$ cat config.mk
export PLATFORM = sky130hd
export DESIGN_NAME = writeback_arbiter
export DESIGN_NICKNAME = d
export VERILOG_FILES = /design/src/rtl/writeback_arbiter_pkg.sv /design/src/rtl/writeback_arbiter_wb_fifo.sv /design/src/rtl/writeback_arbiter.sv
export SDC_FILE = /design/constraint.sdc
export NUM_CORES = 1
export LEC_CHECK = 0
export CORE_MARGIN = 2
export CORE_UTILIZATION = 57
export CTS_CLUSTER_SIZE = 8
export DETAILED_ROUTE_END_ITERATION = 8
export PLACE_DENSITY = 0.88
export SKIP_CTS_REPAIR_TIMING = 1
export SLEW_MARGIN = 20
export SYNTH_ARGS = -nofsm -noshare
export SYNTH_HDL_FRONTEND = slang
export SYNTH_SLANG_ARGS = --single-unit
$ cat constraint.sdc
create_clock -name clk -period 7.9 [get_ports clk]
set_clock_uncertainty 0.1 [all_clocks]
set_input_delay 1.975 -clock clk [delete_from_list [all_inputs] [get_ports clk]]
set_output_delay 1.975 -clock clk [all_outputs]
set_load 0.05 [all_outputs]
$ cat src/rtl/writeback_arbiter_pkg.sv
// Shared widths and the buffered write-back entry layout.
package writeback_arbiter_pkg;

    localparam int unsigned REG_W  = 5;
    localparam int unsigned WORD_W = 32;
    localparam int unsigned NREGS  = 32;

    // One buffered MDU result: destination register and its data (37 bits).
    typedef struct packed {
        logic [REG_W-1:0]  rd;
        logic [WORD_W-1:0] data;
    } wb_entry_t;

endpackage : writeback_arbiter_pkg

$ cat src/rtl/writeback_arbiter_wb_fifo.sv
// Synchronous FIFO for MDU results; the extra pointer bit separates full from empty.
module wb_fifo
    import writeback_arbiter_pkg::*;
#(
    parameter int unsigned DEPTH = 4
) (
    input  logic      clk,
    input  logic      reset,
    input  logic      i_push,
    input  wb_entry_t i_data,
    input  logic      i_pop,
    output wb_entry_t o_head_c,
    output logic      o_full_c,
    output logic      o_empty_c
);

    localparam int unsigned PTR_W = $clog2(DEPTH);

    wb_entry_t        r_mem [DEPTH];
    logic [PTR_W:0]   r_wptr;
    logic [PTR_W:0]   r_rptr;
    logic             w_push;
    logic             w_pop;

    assign o_empty_c = (r_wptr == r_rptr);
    assign o_full_c  = (r_wptr[PTR_W] != r_rptr[PTR_W]) &&
                       (r_wptr[PTR_W-1:0] == r_rptr[PTR_W-1:0]);
    assign w_push    = i_push && !o_full_c;
    assign w_pop     = i_pop && !o_empty_c;
    assign o_head_c  = r_mem[r_rptr[PTR_W-1:0]];

    // Pointer update; reset empties the buffer.
    always_ff @(posedge clk) begin
        if (reset) begin
            r_wptr <= '0;
            r_rptr <= '0;
        end else begin
            if (w_push) r_wptr <= r_wptr + (PTR_W+1)'(1);
            if (w_pop)  r_rptr <= r_rptr + (PTR_W+1)'(1);
        end
    end

    // Storage write; contents need no reset because the pointers gate visibility.
    always_ff @(posedge clk) begin
        if (w_push) r_mem[r_wptr[PTR_W-1:0]] <= i_data;
    end

endmodule : wb_fifo

$ cat src/rtl/writeback_arbiter.sv
// Merges ALU and buffered MDU results onto the register-file write port and
// tracks registers that still await an MDU result.
module writeback_arbiter
    import writeback_arbiter_pkg::*;
#(
    parameter int unsigned DEPTH = 4
) (
    input  logic              clk,
    input  logic              reset,
    input  logic              aluValid,
    input  logic [REG_W-1:0]  aluReg,
    input  logic [WORD_W-1:0] aluData,
    input  logic              mduIssue,
    input  logic [REG_W-1:0]  mduIssueReg,
    input  logic              mduValid,
    input  logic [REG_W-1:0]  mduReg,
    input  logic [WORD_W-1:0] mduData,
    output logic              mduReady,
    output logic              regWrite,
    output logic [REG_W-1:0]  writeReg,
    output logic [WORD_W-1:0] writeData,
    output logic [NREGS-1:0]  pendingMask,
    output logic              conflictErr
);

    logic              r_reg_write;
    logic [REG_W-1:0]  r_write_reg;
    logic [WORD_W-1:0] r_write_data;
    logic [NREGS-1:0]  r_pending;
    logic              r_conflict;

    wb_entry_t         w_head;
    wb_entry_t         w_push_data;
    logic              w_full;
    logic              w_empty;
    logic              w_push;
    logic              w_pop;
    logic              w_conflict;
    logic [NREGS-1:0]  w_pending_next;

    assign mduReady    = !w_full && !reset;
    assign w_push      = mduValid && mduReady;
    assign w_pop       = !aluValid && !w_empty && !reset;
    assign w_push_data = '{rd: mduReg, data: mduData};
    assign w_conflict  = aluValid && (aluReg != '0) && r_pending[aluReg];

    wb_fifo #(.DEPTH(DEPTH)) u_fifo (
        .clk       (clk),
        .reset     (reset),
        .i_push    (w_push),
        .i_data    (w_push_data),
        .i_pop     (w_pop),
        .o_head_c  (w_head),
        .o_full_c  (w_full),
        .o_empty_c (w_empty)
    );

    // Scoreboard next state: a pop clears, a new issue sets, and set wins a tie.
    always_comb begin
        w_pending_next = r_pending;
        if (w_pop) w_pending_next[w_head.rd] = 1'b0;
        if (mduIssue && (mduIssueReg != '0)) w_pending_next[mduIssueReg] = 1'b1;
    end

    // Write-port arbitration with ALU priority; idle cycles hold address/data.
    always_ff @(posedge clk) begin
        if (reset) begin
            r_reg_write  <= 1'b0;
            r_write_reg  <= '0;
            r_write_data <= '0;
        end else if (aluValid) begin
            r_reg_write  <= (aluReg != '0);
            r_write_reg  <= aluReg;
            r_write_data <= aluData;
        end else if (w_pop) begin
            r_reg_write  <= (w_head.rd != '0);
            r_write_reg  <= w_head.rd;
            r_write_data <= w_head.data;
        end else begin
            r_reg_write  <= 1'b0;
        end
    end

    // Scoreboard and sticky ordering-violation flag.
    always_ff @(posedge clk) begin
        if (reset) begin
            r_pending  <= '0;
            r_conflict <= 1'b0;
        end else begin
            r_pending  <= w_pending_next;
            if (w_conflict) r_conflict <= 1'b1;
        end
    end

    assign regWrite    = r_reg_write;
    assign writeReg    = r_write_reg;
    assign writeData   = r_write_data;
    assign pendingMask = r_pending;
    assign conflictErr = r_conflict;

endmodule : writeback_arbiter

Word-level counts from Yosys, hierarchy flattened
Memories as Yosys holds them, arrays and structs flattened. A register that Yosys moved wholly into a read port is not among the register bits.
Index checks and enable logic that the tools add are counted.
- add/sub/neg operators: 2
- magnitude comparators: 5
- eq/ne operators: 3
- multiplexer cells: 18
- bitwise gates (word level): 3
- reductions and logical operators: 20
- operator list (cell ; count):
    $mux 32 ; 4
    $and 32x32->32 ; 1
    $not 32->32 ; 1
    $or 32x32->32 ; 1
    $lt 5x6->1 const B ; 3
    $reduce_bool 5->1 ; 3
    $logic_and 1x1->1 ; 12
    $demux 1 s5 ; 2
    $ge 5x1->1 const B ; 2
    $mux 5 ; 2
    $mux 1 ; 7
    $add 3x1->3 const B ; 2
    $bmux 1 s5 ; 1
    $logic_not 1->1 ; 4
    $mux 2 ; 2
    $eq 3x3->1 ; 1
    $eq 2x2->1 ; 1
    $reduce_bool 2->1 ; 1
    $ne 1x1->1 ; 1
- register bits after elaboration: 77
- RAM bits: 148
- bits of input ports: 84
- output and inout port bits: 72
- word-level logic and storage cells: 59
- memories kept: 1
- memories (name ; words ; width ; read ports ; clocked after memory_dff ; wr ports ; RTL line ; source):
    u_fifo.r_mem ; 4 ; 37 ; 1 ; 1 ; 1 ; writeback_arbiter_wb_fifo.sv:19 ; wb_entry_t r_mem [DEPTH];

Longest topological paths before layout
- depth in word-level cells: 9
- mapped depth: 7
- depth with buffers taken out: 4

By module
From an unflattened synthesis, not the netlist that was laid out.
- cells, all modules: 676
- area total of the unflattened synthesis: 9260.1 µm²
- by module, submodules not included (module ; instances ; cells an instance ; area each (µm²) ; sequential area each (µm²)):
    wb_fifo ; 1 ; 261 ; 5905.7 ; 4604.4
    writeback_arbiter ; 1 ; 415 ; 3354.5 ; 1421.4

Least setup slack after synthesis
Ideal clock, no wire load.
- path kind: input to output
- from: input reset
- to: output mduReady
- arrival: 3.184 ns
- data required time: 5.825 ns
- slack: 2.641 ns
- cell stages on the path: 3
- buffers on the path: 2
- cells stage by stage: clkbuf_1 clkbuf_1 a31oi_1
- longest elaborated chain between the ends: 2
- ends and longest elaborated chain (what ; RTL line ; source):
    start: declaration ; writeback_arbiter.sv:9 ; input logic reset,
    $logic_not 1->1 ; writeback_arbiter.sv:41 ; assign mduReady = !w_full && !reset;
    $logic_and 1x1->1 ; writeback_arbiter.sv:41 ;
    end: declaration ; writeback_arbiter.sv:18 ; output logic mduReady,
No other way between the ends.

Worst setup path after layout
Ends and elaborated chain as after synthesis.

==> flow_metrics.py <==
metrics = {
    "run_status": {
        "status": "finished clean",
    },
    "worst_hold_path": {
        "hold_class": "flop to flop",
    },
    "place": {
        "place_inst": 954,
        "dp.final_hpwl_mm": 13.5,
        "dpl-instance-area_sq_um": 10900,
        "portBuffers": 155,
        "place_ws_ns": 2.33,
        "place.gp.congestion": 0.885,
    },
    "timing": {
        "worst_slew_pin_slew_ns": 1.08,
        "holdWs_ns": 0.373,
        "final.setup.tns_ns": 0,
        "finalCriticalPeriod_ns": 5.59,
        "relSlewSlack_pct": 28.0,
        "fmax_mhz": 179,
        "hold_violations": 0,
        "rsz0062_at_grt": "false",
        "period_share_pct": 70.8,
        "post-route-worst-setup-slack_ns": 2.31,
        "maxSlewViolCount": 0,
        "finalSetupViolations": 0,
    },
    "global_route": {
        "grtUsageTotal_pct": 26.4,
        "grt_max_degree": 77,
        "grt_pass1_vias": 6320,
        "grt_pass1_wl_mm": 35.5,
        "grt_antenna_before_repair": 1,
        "overflow": 0,
    },
    "critical_path": {
        "crit_path_max_incr_delay_ns": 0.83,
        "cp-start-kind": "input port",
        "path_class": "input port to primary output",
        "critPathMaxFanout": 67,
        "critPathCaptureType": "primary output",
        "crit_family": "buffers and inverters",
        "required_ns": 5.83,
        "worst_path_max_delay_cell": "clkdlybuf4s50_1",
        "worst_ep_arrival_time_ns": 3.52,
        "crit_buf_inv": 3,
        "cp_cell_sequence": "buf_2, buf_4, a31oi_1, clkdlybuf4s50_1",
    },
    "cts": {
        "clockBufferDepth": 3,
        "clkLatencyLatePin_ns": 0.50,
        "numCtsBuffers": 34,
        "cts.sinks": 227,
        "cts-root-buf": "clkbuf_16",
        "cts_tree": "done",
        "cts.htree.levels": 2,
        "clk_pin_slew_ns": 0.05,
    },
    "route": {
        "drtAntennaViolNets": 0,
        "drtPass1Iterations": 5,
        "route.vias.total": 6215,
        "wl_mm": 22.6,
        "drtIter0Drc": 500,
        "wl_per_cell_um": 22.3,
        "route.detailed.drc": 0,
        "via_per_inst": 6.13,
    },
    "floorplanning": {
        "design.core.area_sq_um": 15900,
        "die_width_um": 132,
        "start_util_pct": 58.4,
        "num_rows": 46,
        "die_area_sq_um": 17300,
        "die_h_um": 132,
        "io_pins": 156,
    },
    "cells_and_area": {
        "drive_gt1_share_pct": 12.8,
        "syn2layout_area_growth_pct": 28.7,
        "final_util_pct": 75.1,
        "fin_area_sq_um": 11900,
        "finalNetCount": 863,
        "fin_cells": 1014,
    },
    "power_and_ir_drop": {
        "leakage_nw": 3.95,
        "peakVddDrop_mv": 0.221,
        "total_power_mw": 3.31,
        "power_density_nw_per_um2": 277,
    },
    "job": {
        "drv_cap": 0,
    },
    "yosys": {
        "ys_ff_latch": 227,
        "syn_area_per_cell_sq_um": 14.9,
        "syn_nets": 711,
        "yosysUniqueCellTypes": 55,
        "synthArstFlopShare_pct": 0,
        "syn_inst": 622,
        "synthFlopType": "edfxtp_1",
        "synth-edff-count": 148,
        "yosysWarningCount": 0,
        "ys_seq_area_share_pct": 65.0,
        "netlist_area_sq_um": 9280,
    },
}
==> routing by layer <==
metal,GRT usage (%),share of wire (%),vias up
met5,0,0,-
met4,8.76,2.7,0
met3,6.06,7.7,54
met2,44.1,50,313
met1,34.5,40,3093
li1,-,-,2755
==> path summary, 6_finish.rpt <==
check,depth (start not counted),slack [ns],endpoint,start
hold / removal,2,0.37,pendingMask[0]$_SDFF_PP0_,pendingMask[0]$_SDFF_PP0_
setup / recovery,4,2.31,mduReady,reset
hold reg to reg,2,0.37,pendingMask[0]$_SDFF_PP0_,pendingMask[0]$_SDFF_PP0_
setup reg to reg,4,5.15,pendingMask[6]$_SDFF_PP0_,flop
==> cells in the final DEF, fill, tap and decap left out, types with 2 or more instances in the layout <==
master           instances
inv_1                    4
dfxtp_2                  2
a41oi_1                  4
nor4b_1                  2
nor3b_1                  3
a22oi_1                  9
a21boi_0                 6
clkbuf_1                21
a211oi_1                42
xnor2_1                  6
a21oi_1                 21
buf_4                    4
o21ai_0                  4
clkdlybuf4s50_1        154
nor3_1                   7
mux4_2                  44
nand2_1                 24
nor3b_2                  2
nor2_1                  66
clkbuf_16               35
o31ai_1                  2
mux2i_1                 45
a311oi_1                 9
and2_2                   4
ha_1                     5
clkinv_8                 2
a31oi_1                  7
nor4_1                   4
nor2b_1                  3
dfxtp_1                 77
xor2_1                   3
edfxtp_1               148
==> sequential cells by signal (all words and copies together), names as in the netlist, named ones only <==
signal         count
u_fifo.r_mem     148
pendingMask       32
writeData         32
writeReg           5
u_fifo.r_rptr      3
u_fifo.r_wptr      3
conflictErr        1
regWrite           1
==> cells by family after synthesis <==
| kind of cell | synth area share [%] |
|---|---|
| buf+inv | 2.32 |
| mux | 15.5 |
| fa+ha+maj | 0.674 |
| xor+xnor | 0.850 |
| simple gates | 6.66 |
| flops | 65.0 |
| compound gates | 8.98 |
==> synth_stat cells, types with 2 or more instances <==
| library cell | number | area share, % |
|---|---|---|
| nor3_1 | 7 | 0.38 |
| edfxtp_1 | 148 | 48 |
| a21oi_1 | 21 | 1.1 |
| nor4b_1 | 2 | 0.19 |
| a31oi_1 | 7 | 0.47 |
| buf_2 | 12 | 0.65 |
| buf_4 | 3 | 0.24 |
| nor4_1 | 4 | 0.27 |
| a211oi_1 | 42 | 3.4 |
| o31ai_1 | 2 | 0.16 |
| mux2i_1 | 45 | 4.9 |
| mux4_2 | 44 | 11 |
| and2_1 | 5 | 0.34 |
| dfxtp_1 | 79 | 17 |
| inv_1 | 5 | 0.20 |
| xnor2_1 | 6 | 0.57 |
| a22oi_1 | 9 | 0.73 |
| o21ai_0 | 4 | 0.22 |
| nand3_1 | 2 | 0.11 |
| clkbuf_1 | 25 | 1.0 |
| xor2_1 | 3 | 0.28 |
| nor2_1 | 66 | 2.7 |
| nand2_1 | 24 | 0.97 |
| a311oi_1 | 9 | 0.85 |
| ha_1 | 5 | 0.67 |
| a21boi_0 | 6 | 0.49 |
| a41oi_1 | 4 | 0.38 |
| nor3b_2 | 2 | 0.27 |
| nor3b_1 | 3 | 0.24 |
| nor2b_1 | 3 | 0.20 |
==> area by class of cell <==
type	count	area [sq um]
fill	934	3950
clock inverter	3	40.0
sequential	227	6030
timing repair buffer	159	1580
multi-input combinational	347	3040
clock buffer	56	955
inverter	5	18.8
tap	216	270
antenna	1	2.50
==> tightest hold or removal path: stages, from the launching register on <==
cell,delay [ns]
dfxtp_1,0.32
nand2_1,0.07
a21oi_1,0.04
==> power breakdown <==
group	internal [mW]	switching (mW)
combinational	0.261	0.357
sequential	1.32	0.0359
clock	0.823	0.508
(Power assumes the default switching activity.)
